File: config.mk
export PLATFORM = sky130hd
export DESIGN_NAME = y86_instr_encoder_flat
export DESIGN_NICKNAME = d
export VERILOG_FILES = /design/src/rtl/y86_pkg.sv /design/src/rtl/y86_instr_encoder_if.sv /design/src/rtl/y86_instr_len.sv /design/src/rtl/y86_instr_encoder.sv /design/src/flat_wrapper.sv
export SDC_FILE = /design/constraint.sdc
export NUM_CORES = 1
export LEC_CHECK = 0
export ABC_CLOCK_PERIOD_IN_PS = 3800
export CAP_MARGIN = 10
export CORE_MARGIN = 4
export CORE_UTILIZATION = 48
export CTS_CLUSTER_DIAMETER = 80
export DETAILED_ROUTE_END_ITERATION = 16
export PLACE_DENSITY = 0.85
export RECOVER_POWER = 25
export SLEW_MARGIN = 40
export SYNTH_ARGS = -nofsm -noshare
export SYNTH_HDL_FRONTEND = slang
export SYNTH_SLANG_ARGS = --single-unit
File: constraint.sdc
create_clock -name clk -period 3.8 [get_ports clk]
set_clock_uncertainty 0.05 [all_clocks]
set_input_delay 0.76 -clock clk [delete_from_list [all_inputs] [get_ports clk]]
set_output_delay 0.76 -clock clk [all_outputs]
set_load 0.005 [all_outputs]
File: src/rtl/y86_pkg.sv
// Shared Y86-64 encoding constants, encoder state type and byte-select helper.
package y86_pkg;

  localparam logic [3:0] I_HALT   = 4'h0;
  localparam logic [3:0] I_NOP    = 4'h1;
  localparam logic [3:0] I_CMOV   = 4'h2;
  localparam logic [3:0] I_IRMOV  = 4'h3;
  localparam logic [3:0] I_RMMOV  = 4'h4;
  localparam logic [3:0] I_MRMOV  = 4'h5;
  localparam logic [3:0] I_OP     = 4'h6;
  localparam logic [3:0] I_JXX    = 4'h7;
  localparam logic [3:0] I_CALL   = 4'h8;
  localparam logic [3:0] I_RET    = 4'h9;
  localparam logic [3:0] I_PUSH   = 4'hA;
  localparam logic [3:0] I_POP    = 4'hB;

  localparam logic [3:0] REG_NONE = 4'hF;

  typedef enum logic [1:0] {
    IDLE = 2'd0,
    EMIT = 2'd1,
    STOP = 2'd2
  } y86_enc_state_t;

  // Byte idx of an encoded instruction: opcode, optional register byte, then valC little-endian.
  function automatic logic [7:0] instr_byte(
    input logic [3:0]  icode,
    input logic [3:0]  ifun,
    input logic [3:0]  ra,
    input logic [3:0]  rb,
    input logic [63:0] valc,
    input logic        has_regs,
    input logic        has_valc,
    input logic [3:0]  idx
  );
    logic [2:0]  vidx;
    logic [63:0] shifted;
    vidx    = 3'(idx - (has_regs ? 4'd2 : 4'd1));
    shifted = valc >> {vidx, 3'b000};
    if (idx == 4'd0) begin
      return {icode, ifun};
    end else if (has_regs && (idx == 4'd1)) begin
      return {ra, rb};
    end else if (has_valc) begin
      return shifted[7:0];
    end else begin
      return 8'h00;
    end
  endfunction

endpackage

File: src/rtl/y86_instr_encoder_if.sv
// Instruction input handshake plus instruction-memory byte write port.
interface y86_instr_encoder_if #(
  parameter int unsigned ADDR_W = 64
);
  logic              in_valid;
  logic              in_ready;
  logic [3:0]        in_icode;
  logic [3:0]        in_ifun;
  logic [3:0]        in_rA;
  logic [3:0]        in_rB;
  logic [63:0]       in_valC;
  logic              wr_en;
  logic [ADDR_W-1:0] wr_addr;
  logic [7:0]        wr_data;

  modport master (
    output in_valid, in_icode, in_ifun, in_rA, in_rB, in_valC,
    input  in_ready, wr_en, wr_addr, wr_data
  );

  modport slave (
    input  in_valid, in_icode, in_ifun, in_rA, in_rB, in_valC,
    output in_ready, wr_en, wr_addr, wr_data
  );
endinterface

File: src/rtl/y86_instr_len.sv
// Instruction length and field-presence lookup by icode; shared with the fetch stage.
module y86_instr_len
  import y86_pkg::*;
(
  input  logic [3:0] icode,
  output logic [3:0] len,
  output logic       has_regs,
  output logic       has_valc,
  output logic       valid
);

  // Length table: opcode byte, plus register byte, plus 8 bytes of valC where present.
  always_comb begin
    len      = 4'd0;
    has_regs = 1'b0;
    has_valc = 1'b0;
    valid    = 1'b0;
    case (icode)
      I_HALT, I_NOP, I_RET: begin
        len   = 4'd1;
        valid = 1'b1;
      end
      I_CMOV, I_OP, I_PUSH, I_POP: begin
        len      = 4'd2;
        has_regs = 1'b1;
        valid    = 1'b1;
      end
      I_IRMOV, I_RMMOV, I_MRMOV: begin
        len      = 4'd10;
        has_regs = 1'b1;
        has_valc = 1'b1;
        valid    = 1'b1;
      end
      I_JXX, I_CALL: begin
        len      = 4'd9;
        has_valc = 1'b1;
        valid    = 1'b1;
      end
      default: begin
        len      = 4'd0;
        has_regs = 1'b0;
        has_valc = 1'b0;
        valid    = 1'b0;
      end
    endcase
  end

endmodule

File: src/rtl/y86_instr_encoder.sv
// Y86-64 instruction encoder: serialises one accepted instruction into
// consecutive instruction-memory byte writes, one byte per clock.
module y86_instr_encoder
  import y86_pkg::*;
#(
  parameter int unsigned       ADDR_W     = 64,
  parameter int unsigned       MEM_SIZE   = 1024,
  parameter logic [ADDR_W-1:0] START_ADDR = {ADDR_W{1'b0}}
) (
  input  logic               clk,
  input  logic               rst_n,
  y86_instr_encoder_if.slave bus,
  output logic [ADDR_W-1:0]  next_pc,
  output logic               halted,
  output logic               mem_error,
  output logic               instr_invalid,
  output logic [31:0]        instr_count
);

  localparam logic [ADDR_W:0] MEM_LIMIT = (ADDR_W+1)'(MEM_SIZE);

  y86_enc_state_t    state_r;
  logic [3:0]        icode_r;
  logic [3:0]        ifun_r;
  logic [3:0]        ra_r;
  logic [3:0]        rb_r;
  logic [63:0]       valc_r;
  logic [3:0]        len_r;
  logic              regs_r;
  logic              valc_en_r;
  logic [3:0]        idx_r;
  logic              wr_en_r;
  logic [ADDR_W-1:0] wr_addr_r;
  logic [7:0]        wr_data_r;
  logic [ADDR_W-1:0] next_pc_r;
  logic              halted_r;
  logic              mem_error_r;
  logic              instr_invalid_r;
  logic [31:0]       instr_count_r;

  logic [3:0]        len_s;
  logic              has_regs_s;
  logic              has_valc_s;
  logic              valid_s;
  logic              accept_s;
  logic              overrun_s;
  logic [ADDR_W-1:0] emit_addr_s;
  logic [7:0]        emit_byte_s;

  y86_instr_len u_len (
    .icode    (bus.in_icode),
    .len      (len_s),
    .has_regs (has_regs_s),
    .has_valc (has_valc_s),
    .valid    (valid_s)
  );

  assign accept_s    = bus.in_valid && (state_r == IDLE);
  // One extra bit so an instruction ending near the top of the address space cannot wrap past the check.
  assign overrun_s   = ({1'b0, next_pc_r} + {{(ADDR_W-3){1'b0}}, len_s}) > MEM_LIMIT;
  assign emit_addr_s = next_pc_r + {{(ADDR_W-4){1'b0}}, idx_r};
  assign emit_byte_s = instr_byte(icode_r, ifun_r, ra_r, rb_r, valc_r, regs_r, valc_en_r, idx_r);

  // Accept/emit/stop sequencing with every output held in a register.
  always_ff @(posedge clk or negedge rst_n) begin
    if (!rst_n) begin
      state_r         <= IDLE;
      icode_r         <= 4'h0;
      ifun_r          <= 4'h0;
      ra_r            <= REG_NONE;
      rb_r            <= REG_NONE;
      valc_r          <= 64'd0;
      len_r           <= 4'd0;
      regs_r          <= 1'b0;
      valc_en_r       <= 1'b0;
      idx_r           <= 4'd0;
      wr_en_r         <= 1'b0;
      wr_addr_r       <= {ADDR_W{1'b0}};
      wr_data_r       <= 8'h00;
      next_pc_r       <= START_ADDR;
      halted_r        <= 1'b0;
      mem_error_r     <= 1'b0;
      instr_invalid_r <= 1'b0;
      instr_count_r   <= 32'd0;
    end else begin
      instr_invalid_r <= 1'b0;
      case (state_r)
        IDLE: begin
          wr_en_r <= 1'b0;
          if (accept_s) begin
            if (!valid_s) begin
              instr_invalid_r <= 1'b1;
            end else if (overrun_s) begin
              mem_error_r <= 1'b1;
              state_r     <= STOP;
            end else begin
              icode_r   <= bus.in_icode;
              ifun_r    <= bus.in_ifun;
              ra_r      <= bus.in_rA;
              rb_r      <= bus.in_rB;
              valc_r    <= bus.in_valC;
              len_r     <= len_s;
              regs_r    <= has_regs_s;
              valc_en_r <= has_valc_s;
              idx_r     <= 4'd0;
              state_r   <= EMIT;
            end
          end
        end
        EMIT: begin
          wr_en_r   <= 1'b1;
          wr_addr_r <= emit_addr_s;
          wr_data_r <= emit_byte_s;
          // The last byte goes out on the same edge that retires the instruction.
          if (idx_r == (len_r - 4'd1)) begin
            next_pc_r     <= next_pc_r + {{(ADDR_W-4){1'b0}}, len_r};
            instr_count_r <= instr_count_r + 32'd1;
            if (icode_r == I_HALT) begin
              halted_r <= 1'b1;
              state_r  <= STOP;
            end else begin
              state_r <= IDLE;
            end
          end else begin
            idx_r <= idx_r + 4'd1;
          end
        end
        STOP: begin
          wr_en_r <= 1'b0;
        end
        default: begin
          wr_en_r <= 1'b0;
          state_r <= IDLE;
        end
      endcase
    end
  end

  assign bus.in_ready  = (state_r == IDLE);
  assign bus.wr_en     = wr_en_r;
  assign bus.wr_addr   = wr_addr_r;
  assign bus.wr_data   = wr_data_r;
  assign next_pc       = next_pc_r;
  assign halted        = halted_r;
  assign mem_error     = mem_error_r;
  assign instr_invalid = instr_invalid_r;
  assign instr_count   = instr_count_r;

endmodule

File: src/flat_wrapper.sv
// flat-port wrapper written by rule: the top's interface ports become plain ports
module y86_instr_encoder_flat import y86_pkg::*;
#(
  parameter int unsigned       ADDR_W     = 64,
  parameter int unsigned       MEM_SIZE   = 1024,
  parameter logic [ADDR_W-1:0] START_ADDR = {ADDR_W{1'b0}}
)
  (clk, rst_n, next_pc, halted, mem_error, instr_invalid, instr_count, bus_in_valid, bus_in_icode, bus_in_ifun, bus_in_rA, bus_in_rB, bus_in_valC, bus_in_ready, bus_wr_en, bus_wr_addr, bus_wr_data);
  y86_instr_encoder_if #(.ADDR_W(ADDR_W)) bus_i ();
  input  logic clk;
  input  logic rst_n;
  output logic [ADDR_W-1:0] next_pc;
  output logic halted;
  output logic mem_error;
  output logic instr_invalid;
  output logic [31:0] instr_count;
  input wire logic [$bits(bus_i.in_valid)-1:0] bus_in_valid;
  input wire logic [$bits(bus_i.in_icode)-1:0] bus_in_icode;
  input wire logic [$bits(bus_i.in_ifun)-1:0] bus_in_ifun;
  input wire logic [$bits(bus_i.in_rA)-1:0] bus_in_rA;
  input wire logic [$bits(bus_i.in_rB)-1:0] bus_in_rB;
  input wire logic [$bits(bus_i.in_valC)-1:0] bus_in_valC;
  output wire logic [$bits(bus_i.in_ready)-1:0] bus_in_ready;
  output wire logic [$bits(bus_i.wr_en)-1:0] bus_wr_en;
  output wire logic [$bits(bus_i.wr_addr)-1:0] bus_wr_addr;
  output wire logic [$bits(bus_i.wr_data)-1:0] bus_wr_data;
  assign bus_i.in_valid = bus_in_valid;
  assign bus_i.in_icode = bus_in_icode;
  assign bus_i.in_ifun = bus_in_ifun;
  assign bus_i.in_rA = bus_in_rA;
  assign bus_i.in_rB = bus_in_rB;
  assign bus_i.in_valC = bus_in_valC;
  assign bus_in_ready = bus_i.in_ready;
  assign bus_wr_en = bus_i.wr_en;
  assign bus_wr_addr = bus_i.wr_addr;
  assign bus_wr_data = bus_i.wr_data;
  y86_instr_encoder #(.ADDR_W(ADDR_W), .MEM_SIZE(MEM_SIZE), .START_ADDR(START_ADDR)) u_core (.clk(clk), .rst_n(rst_n), .bus(bus_i), .next_pc(next_pc), .halted(halted), .mem_error(mem_error), .instr_invalid(instr_invalid), .instr_count(instr_count));
endmodule
==> impl_metrics.py <==
metrics = {
    "run_status": {
        "status": "finished with violations",
        "violations": "max-capacitance violations, max-slew violations, negative setup slack",
    },
    "setup_path": {
        "endpoint_kind": "flop",
        "crit_chain": "buf_6, buf_6, nand2b_4, a21oi_4, fa_2, buf_6, a31oi_4, buf_6, or4_4, buf_6, nor2_4, xor2_2, a211o_1, nor4_2, nand4_1, buf_4, nor4_4, buf_6, buf_12, buf_6, buf_8, mux2_4",
        "cp_top_family": "buffers and inverters",
        "timing.rr.end": "u_core.valc_r[15]",
        "cp_num_buf_inv": 10,
        "setup.worst_path.class": "in2reg",
        "path_max_fanout": 6,
        "critPathLaunch": "bus_in_icode[3]",
        "cpMostUsedCell": "buf_6",
        "arrival_ns": 4.55,
        "ff2ff_setup_slack_ns": -0.20,
        "cp.required_ns": 4.19,
        "reg2reg_depth": 17,
        "slowest_delay_ns": 0.48,
        "critical-path-slowest-cell": "or4_4",
        "cp-start-kind": "input pin",
        "reg2reg_from": "u_core.next_pc[0]",
    },
    "hold_path": {
        "hp-class": "in2reg",
        "holdPathEnd": "u_core.icode_r[1]",
        "hold_path_depth": 2,
        "holdCritStartpoint": "bus_in_icode[1]",
    },
    "logic_synthesis": {
        "synth-seq-area-share_pct": 46.5,
        "synth_nets": 1529,
        "ys_types": 66,
        "synth_flop_cell": "dfrtp_1",
        "yosys.area.top_type": "dfrtp_1",
        "synth.most_common_cell": "dfrtp_1",
        "synth_cells": 1426,
        "synth.area.top_cells": "dfrtp_1, xnor2_1, xor2_1",
        "syn-mean-instance-area_um2": 9.94,
        "synth_common_cells": "dfrtp_1, nand2_1, nor2_1",
        "ys.warnings.count": 0,
        "ys_ff_latch": 263,
        "netlist_area_um2": 14200,
        "synth_edf_count": 0,
        "async_reset_ff_share_pct": 100,
        "synth_top_area_share_pct": 45.0,
    },
    "clock_tree": {
        "path_clk_slew_ns": 0.07,
        "cts_buffers": 29,
        "cts.sinks": 263,
        "cts_tree": "yes",
        "clk_path_buf_depth": 3,
        "clk_latency_ns": 0.57,
        "htreeDepth": 1,
        "hold_buffers": 0,
        "cts-root-buf": "clkbuf_16",
    },
    "placed_design": {
        "dp_slack_ns": -1.46,
        "routabilityCongestion": 1.06,
        "placed_area_um2": 18600,
        "dp_cells": 2189,
        "port_buffers": 255,
        "hpwl_um": 38500,
    },
    "layout": {
        "utilization_pct": 70.7,
        "finalNonFillerCells": 2271,
        "layout-drive-gt1-share_pct": 24.4,
        "multiInputGateArea_um2": 7640,
        "n_fill_cell": 2022,
        "finalInstanceArea_um2": 20400,
        "nets": 1967,
        "regArea_um2": 6590,
        "diodes": 0,
        "area_growth_syn_to_layout_pct": 44.3,
    },
    "routing": {
        "drc": 0,
        "drt_wl_total_um": 53800,
        "drt_iter0_drc": 1250,
        "drtAntennaViolNets": 0,
        "drtPass1Iterations": 7,
        "viasPerCell": 5.90,
        "vias": 13400,
        "routedWlPerCell_um": 23.7,
    },
    "global_route": {
        "globalRoute.totalOverflow": 0,
        "grt_pass1_wl_um": 82300,
        "grt_max_degree": 104,
        "antenna_found_initial": 0,
        "grt_pass1_vias": 14000,
        "grt_use_total_pct": 32.2,
    },
    "run": {
        "drv_cap": 1,
    },
    "power_and_ir_drop": {
        "p_per_area_nw_per_um2": 570,
        "vdd_drop_max_mv": 0.598,
        "fin_total_pwr_mw": 11.7,
        "p_leak_nw": 8.76,
    },
    "timing": {
        "rsz0062_at_grt": "true",
        "slew_viol_final": 38,
        "setup_slack_ns": -0.358,
        "fin_crit_sh_pct": 109,
        "slew_headroom_pct": -37.3,
        "setup_viol": 87,
        "whs_ns": 0.412,
        "max_freq_mhz": 241,
        "period_needed_ns": 4.16,
        "hold_viol_final": 0,
        "worstMarginPinSlew_ns": 2.06,
        "finalSetupTns_ns": -25.76,
    },
    "floorplanning": {
        "ios": 256,
        "die_x_um": 180,
        "initial_core_util_pct": 49.0,
        "num_rows": 62,
        "fp.dieH_um": 180,
        "dieArea_um2": 32300,
        "core_area_um2": 28900,
    },
}
==> report_power, final <==
| group | switching (mW) | total (mW) | internal [mW] |
|---|---|---|---|
| sequential | 0.565 | 4.02 | 3.46 |
| combinational | 2.34 | 4.68 | 2.33 |
| clock | 1.22 | 2.96 | 1.73 |
==> flip-flops by register name, indices dropped and copies added (netlist names), 2 cells and up <==
register and count:
u_core.idx_r 4, u_core.rb_r 4, u_core.icode_r 4, u_core.bus.wr_addr 64, u_core.next_pc 64, u_core.ifun_r 4
u_core.state_r 2, u_core.len_r 3, u_core.bus.wr_data 8, u_core.ra_r 4, u_core.instr_count 32, u_core.valc_r 64
==> layer usage <==
metal	GRT usage, %	vias up	wire length, µm
met2	53.5	831	25300
met3	6.53	185	4940
met1	41.1	6553	20900
li1	-	5830	-
met4	13.8	0	2690
met5	0	-	0
==> worst reg2reg max path, cell delays in order, from the launching register on <==
cell and delay (ns):
dfrtp_1 0.42, ha_4 0.19, fa_2 0.37, buf_6 0.13, and3_4 0.17, o21ai_4 0.16, nor3_2 0.07, xor2_1 0.14
or4b_4 0.54, nor4_2 0.28, nand4_1 0.11, buf_4 0.16, nor4_4 0.21, buf_6 0.17, buf_12 0.14, buf_6 0.10
buf_8 0.12, mux2_4 0.32
==> final cells by class <==
class | instances | share of cell area (%)
clock buffers | 41 | 4.06
clock inverters | 13 | 0.777
inverters | 19 | 0.349
multi-input cells | 1048 | 37.4
flip-flops and latches | 263 | 32.2
well taps | 384 | 2.35
repair buffers | 503 | 22.8
==> cell usage in the layout (no fill, tap or decap), types with 14 or more instances in the layout <==
cell	count
nor2_1	106
xor2_1	90
mux2_2	29
nor3_1	41
a21oi_1	25
and3_1	20
clkbuf_16	29
inv_1	19
nand3_1	51
mux2_4	45
mux4_2	16
dfrtp_1	255
o21ai_0	79
xnor2_1	101
buf_6	20
buf_4	214
nor4_1	19
clkdlybuf4s50_1	250
nand4_1	51
nand2_1	190
and4_1	14
==> logic make-up after synthesis <==
logic type,Yosys count,share of synthesized area (%)
AO/OA/AOI/OAI,144,5.81
buffers and inverters,115,3.58
flip-flops,263,46.5
adder cells (fa/ha/maj),20,1.98
multiplexers,112,10.1
XOR/XNOR,192,11.9
AND/OR/NAND/NOR,580,20.2
==> worst max-delay path by stage <==
stage	endpoint	slack [ns]	cells after the start
floorplan	u_core.valc_r[39]	-0.24	15
global placement	u_core.valc_r[32]	-1.37	18
detailed placement	u_core.valc_r[28]	-1.46	18
CTS	u_core.valc_r[15]	-0.23	22
global route	u_core.valc_r[15]	-0.43	22
finish	u_core.valc_r[15]	-0.36	22
==> repair_timing <==
action / in CTS / in global routing
buffers inserted: 21 / 3
gates cloned: 3 / 0
setup endpoints to repair: 92 / 89
pin swaps: 23 / 3
gates resized for setup: 135 / 8
No activity file was read; power rests on OpenSTA's default activity.
